### src/rtl/editor_hora.sv
// editor_hora: BCD time-of-day field editor with cursor, wrap-around edits and auto-repeat
module editor_hora #(
  parameter int REP_DELAY  = 25_000_000,
  parameter int REP_PERIOD = 10_000_000
) (
  input  logic       clk,
  input  logic       resetM,
  input  logic [3:0] IN_bot_hora,
  input  logic       cargar,
  input  logic [7:0] hora_in,
  input  logic [7:0] min_in,
  input  logic [7:0] seg_in,
  output logic [7:0] hora_bcd,
  output logic [7:0] min_bcd,
  output logic [7:0] seg_bcd,
  output logic [1:0] cursor,
  output logic       escribir
);
  localparam int CW = $clog2((REP_DELAY > REP_PERIOD ? REP_DELAY : REP_PERIOD) + 1);
  typedef enum logic [1:0] {IDLE, DELAY, REPEAT} state_t;
  state_t state, state_n;
  logic [CW-1:0] cnt, cnt_n;
  logic [3:0] btn_q, press;
  logic changed, act_up, act_dn, act_r, act_l, rep_up, rep_up_n, rep_step, up, dn;
  function automatic logic [7:0] bcd_inc(input logic [7:0] v, input logic [7:0] mx);
    return v == mx ? 8'h00 : v[3:0] == 4'd9 ? {v[7:4] + 4'd1, 4'd0} : v + 8'h01;
  endfunction
  function automatic logic [7:0] bcd_dec(input logic [7:0] v, input logic [7:0] mx);
    return v == 8'h00 ? mx : v[3:0] == 4'd0 ? {v[7:4] - 4'd1, 4'd9} : v - 8'h01;
  endfunction
  function automatic logic [7:0] bcd_chk(input logic [7:0] v, input logic [7:0] mx);
    return (v[3:0] <= 4'd9 && v[7:4] <= 4'd9 && v <= mx) ? v : 8'h00;
  endfunction
  function automatic logic [7:0] edit(input logic [7:0] v, input logic [7:0] mx, input logic sel, input logic u, input logic d);
    return !sel ? v : u ? bcd_inc(v, mx) : d ? bcd_dec(v, mx) : v;
  endfunction
  // press detection and fixed priority SUMAR > RESTAR > DERECHA > IZQUIERDA
  always_comb begin
    press   = IN_bot_hora & ~btn_q;
    changed = IN_bot_hora != btn_q;
    act_up  = press[3];
    act_dn  = press[2] & ~press[3];
    act_r   = press[1] & ~|press[3:2];
    act_l   = press[0] & ~|press[3:1];
  end
  // repeat state register, counter and remembered direction
  always_ff @(posedge clk) begin
    if (resetM) begin
      state  <= IDLE;
      cnt    <= '0;
      rep_up <= 1'b0;
    end else begin
      state  <= state_n;
      cnt    <= cnt_n;
      rep_up <= rep_up_n;
    end
  end
  // repeat next-state: a new SUMAR/RESTAR press restarts the delay, any other change stops it
  always_comb begin
    state_n  = state;
    cnt_n    = state == IDLE ? '0 : cnt + CW'(1);
    rep_up_n = rep_up;
    if (cargar) state_n = IDLE;
    else if (act_up | act_dn) begin
      state_n  = DELAY;
      cnt_n    = CW'(1);
      rep_up_n = act_up;
    end else if (changed) state_n = IDLE;
    else if (rep_step) begin
      state_n = REPEAT;
      cnt_n   = CW'(1);
    end
  end
  // repeat output: step when the held button reaches the delay or period boundary
  always_comb begin
    rep_step = !changed && ((state == DELAY && cnt == CW'(REP_DELAY)) || (state == REPEAT && cnt == CW'(REP_PERIOD)));
    up       = act_up | (rep_step & rep_up);
    dn       = act_dn | (rep_step & ~rep_up);
  end
  // field, cursor and write-strobe registers; external load wins over buttons
  always_ff @(posedge clk) begin
    if (resetM) begin
      btn_q    <= 4'd0;
      hora_bcd <= 8'h00;
      min_bcd  <= 8'h00;
      seg_bcd  <= 8'h00;
      cursor   <= 2'd0;
      escribir <= 1'b0;
    end else begin
      btn_q <= IN_bot_hora;
      if (cargar) begin
        hora_bcd <= bcd_chk(hora_in, 8'h23);
        min_bcd  <= bcd_chk(min_in, 8'h59);
        seg_bcd  <= bcd_chk(seg_in, 8'h59);
        escribir <= 1'b0;
      end else begin
        hora_bcd <= edit(hora_bcd, 8'h23, cursor == 2'd0, up, dn);
        min_bcd  <= edit(min_bcd, 8'h59, cursor == 2'd1, up, dn);
        seg_bcd  <= edit(seg_bcd, 8'h59, cursor == 2'd2, up, dn);
        escribir <= up | dn;
        cursor   <= act_r ? (cursor == 2'd2 ? 2'd0 : cursor + 2'd1) :
                    act_l ? (cursor == 2'd0 ? 2'd2 : cursor - 2'd1) : cursor;
      end
    end
  end
endmodule

### config.mk
export PLATFORM = sky130hd
export DESIGN_NAME = editor_hora
export DESIGN_NICKNAME = d
export VERILOG_FILES = /design/src/rtl/editor_hora.sv
export SDC_FILE = /design/constraint.sdc
export NUM_CORES = 1
export LEC_CHECK = 0
export BUFFER_PORTS_ARGS = -buffer_cell sky130_fd_sc_hd__buf_2
export CORE_MARGIN = 2
export CORE_UTILIZATION = 59
export DETAILED_ROUTE_END_ITERATION = 8
export HOLD_SLACK_MARGIN = 0.05
export PLACE_DENSITY_LB_ADDON = 0.3
export REMOVE_ABC_BUFFERS = 1
export SLEW_MARGIN = 40
export SYNTH_ARGS = -nofsm -noshare
export SYNTH_HDL_FRONTEND = slang
export SYNTH_SLANG_ARGS = --single-unit
### constraint.sdc
create_clock -name clk -period 3.1 [get_ports clk]
set_input_delay 0.775 -clock clk [delete_from_list [all_inputs] [get_ports clk]]
set_output_delay 0.775 -clock clk [all_outputs]
set_load 0.01 [all_outputs]
==> reports/metrics.yaml <==
core_area_um2: 7140
synth.area.top_cells: "dfxtp_1 27%, ha_1 8.4%, nor2_1 6.2%"
viasPerCell: 6.02
async_flop_share_pct: 0
cts_max_level: 3
synth_area_um2: 4300
globalplace.congestion: 0.970
antenna_found_initial: 0
cp_slowest_cell: "or4_4"
finClkSkew_ns: 0.00626
postCtsHoldBufs: 0
n_antenna_cell: 0
period_share_pct: 95.6
max-cap-violations: 0
hold_path_class: "reg2reg"
grt_pass1_vias: 3882
synth_compound_area_share_pct: 21.5
ys_ff_latch: 59
syn_inst: 545
endpoint_kind: "register"
path_cells: "or4b_1 > or4_4 > o22ai_4 > a31o_4 > mux4_2 > nand2b_1 > a21oi_1"
cp.arrival_ns: 3.24
clkSlewWorstSetupHoldPaths_ns: 0.08
power.density_nw_per_um2: 413
holdPathStages: 2
cts_setup_buffers: 0
grtUsageTotal_pct: 28.2
synthAdderAreaFrac_pct: 8.44
yosysSeqAreaShare_pct: 27.5
dieArea_um2: 7980
ys_types: 70
rsz0062_at_grt: "no"
relSlewSlack_pct: 52.2
firstDrtPassIters: 5
start_util_pct: 60.2
synth.most_common_cell: "nor2_1"
synth_edf_count: 0
worst-path-buf-inv: 0
path_class: "reg2reg"
place_inst: 681
clock_latency_ns: 0.35
cts_root_buffer: "clkbuf_8"
netlist_top_cells_count: "71 x nor2_1, 59 x dfxtp_1, 53 x nand2_1"
wl_per_cell_um: 15.5
synth_area_per_cell_um2: 7.88
fin_setup_tns_ns: 0
drv_slew: 0
worst_pin_slew_ns: 0.711
clock-sinks: 59
fillers: 624
setup_ws_ns: 0.136
synth_top_cell_area_share_pct: 27.5
synth_flop_cell: "dfxtp_1"
p_leak_uw: 0.00184
numPortBuffers: 57
grt_max_degree: 25
synth-simple-area-share_pct: 27.8
power_uw: 1990
vias: 4196
status: "completed"
fin_area_um2: 4820
seq_area_um2: 1180
cts_resized: 0
area_growth_pct: 12.3
pre_cts_ws_ns: 0.195
nNetsFinal: 653
synth-xor-area-share_pct: 7.13
stdcell_count: 697
drive_gt1_share_pct: 16.2
drtIter0Drc: 249
min_period_ns: 2.96
antenna_left: 0
critPathLaunchType: "register"
overflow: 0
ir_drop_mv: 0.246
grt_pass1_wl_um: 17900
yosysTopAreaCell: "dfxtp_1"
wirelength_um: 10800
finalSetupViolations: 0
dpl_cell_area_um2: 4620
hpwl_um: 7720
rr_worst_depth: 7
cts_buffers: 9
dieHeight_um: 89.3
multiInputGateArea_um2: 2870
cts_tree: "yes"
worstPathRequired_ns: 3.38
critPathMaxFanout: 24
slowest_delay_ns: 0.56
synth_top_family_by_area: "simple AND/OR/NAND/NOR gates"
timing.final.hold_violations: 0
timing.fmax_mhz: 337
die_x_um: 89.3
drcViolationCount: 0
yosys-mux-area-fraction_pct: 2.01
yosysWarnings: 0
cp_top_family: "simple AND/OR/NAND/NOR gates"
rows: 31
io_pins: 58
worstSetupPathDepth: 7
clockBufferDepth: 2
-- final timing paths --
kind                                 from                 endpoint  slack (ns)
setup reg to reg        cnt[6]$_SDFF_PP0_  min_bcd[2]$_SDFFE_PP0P_        0.14
hold / removal    seg_bcd[7]$_SDFFE_PP0P_  seg_bcd[7]$_SDFFE_PP0P_        0.54
hold reg to reg   seg_bcd[7]$_SDFFE_PP0P_  seg_bcd[7]$_SDFFE_PP0P_        0.54
setup / recovery        cnt[6]$_SDFF_PP0_  min_bcd[2]$_SDFFE_PP0P_        0.14
-- power breakdown --
| part | total (uW) | internal [uW] | switching [uW] |
|---|---|---|---|
| registers | 833 | 782 | 50.3 |
| logic | 437 | 187 | 251 |
| clock network | 724 | 376 | 348 |
-- cell usage in the layout, fill, tap and decap left out, types with 3 or more instances in the layout --
cell	Yosys	routed
a21oi_1	22	22
clkbuf_8	0	9
a22oi_1	12	12
nand3b_1	3	3
nor2b_1	10	10
buf_4	4	7
inv_1	28	28
nand3_1	22	22
a21o_1	3	3
o32ai_1	3	3
a31oi_1	4	4
clkinv_4	0	3
xnor2_1	21	21
o211ai_1	6	6
nor2_1	71	71
nor3_1	11	11
nor3b_1	4	4
o21a_1	7	7
or3_1	7	7
dfxtp_1	59	59
nor4_1	6	6
and2_1	5	5
a311oi_1	7	7
nand2_1	53	53
mux2i_1	3	3
a211oi_1	9	9
nand4_1	12	12
o21ai_0	20	20
xor2_1	14	14
and3_1	7	7
nand2b_1	7	7
ha_1	29	29
and4b_1	4	4
and4_1	3	3
buf_2	4	57
a21boi_0	4	4
a221o_1	4	4
-- sequential cells by signal, indices dropped and copies added, names as in the netlist --
register and count:
btn_q 4, seg_bcd 8, rep_up 1, state 2, cursor 2, hora_bcd 8
min_bcd 8, escribir 1, cnt 25
-- through the flow --
stage / hold WS, ns / utilization (%)
after floorplan: 0.494 / -
after global placement: 0.509 / 64.8
after detailed placement: 0.531 / 64.8
after CTS: 0.542 / 67.6
after global routing: 0.552 / 67.6
final: 0.540 / 67.6
-- worst min-delay path, cell delays in order, from the launching register on --
cell	delay (ns)
dfxtp_1	0.36
nand2_1	0.08
o31ai_1	0.06
-- per-layer routing --
metal | vias to the layer above | share of wire (%) | track usage [%]
met4 | 0 | 1.8 | 11.0
met5 | - | 0 | 0
met3 | 22 | 6.5 | 4.25
li1 | 2055 | - | -
met2 | 170 | 47 | 45.4
met1 | 1949 | 45 | 38.1
-- final cells by class --
| type | instances | area share, % |
|---|---|---|
| multi-input cells | 431 | 59.6 |
| flip-flops and latches | 59 | 24.5 |
| repair buffers | 64 | 7.00 |
| clock buffers | 9 | 2.57 |
| well taps | 99 | 2.57 |
| inverters | 28 | 2.18 |
| clock inverters | 7 | 1.61 |
-- cell families (layout without fill, tap and decap cells) --
kind of cell | after synthesis | count (layout)
fa+ha+maj | 29 | 29
buf+inv | 55 | 108
mux | 7 | 7
xor+xnor | 35 | 35
simple gates | 236 | 236
flops | 59 | 59
compound gates | 124 | 124
Power figures use the tool's default switching activity.
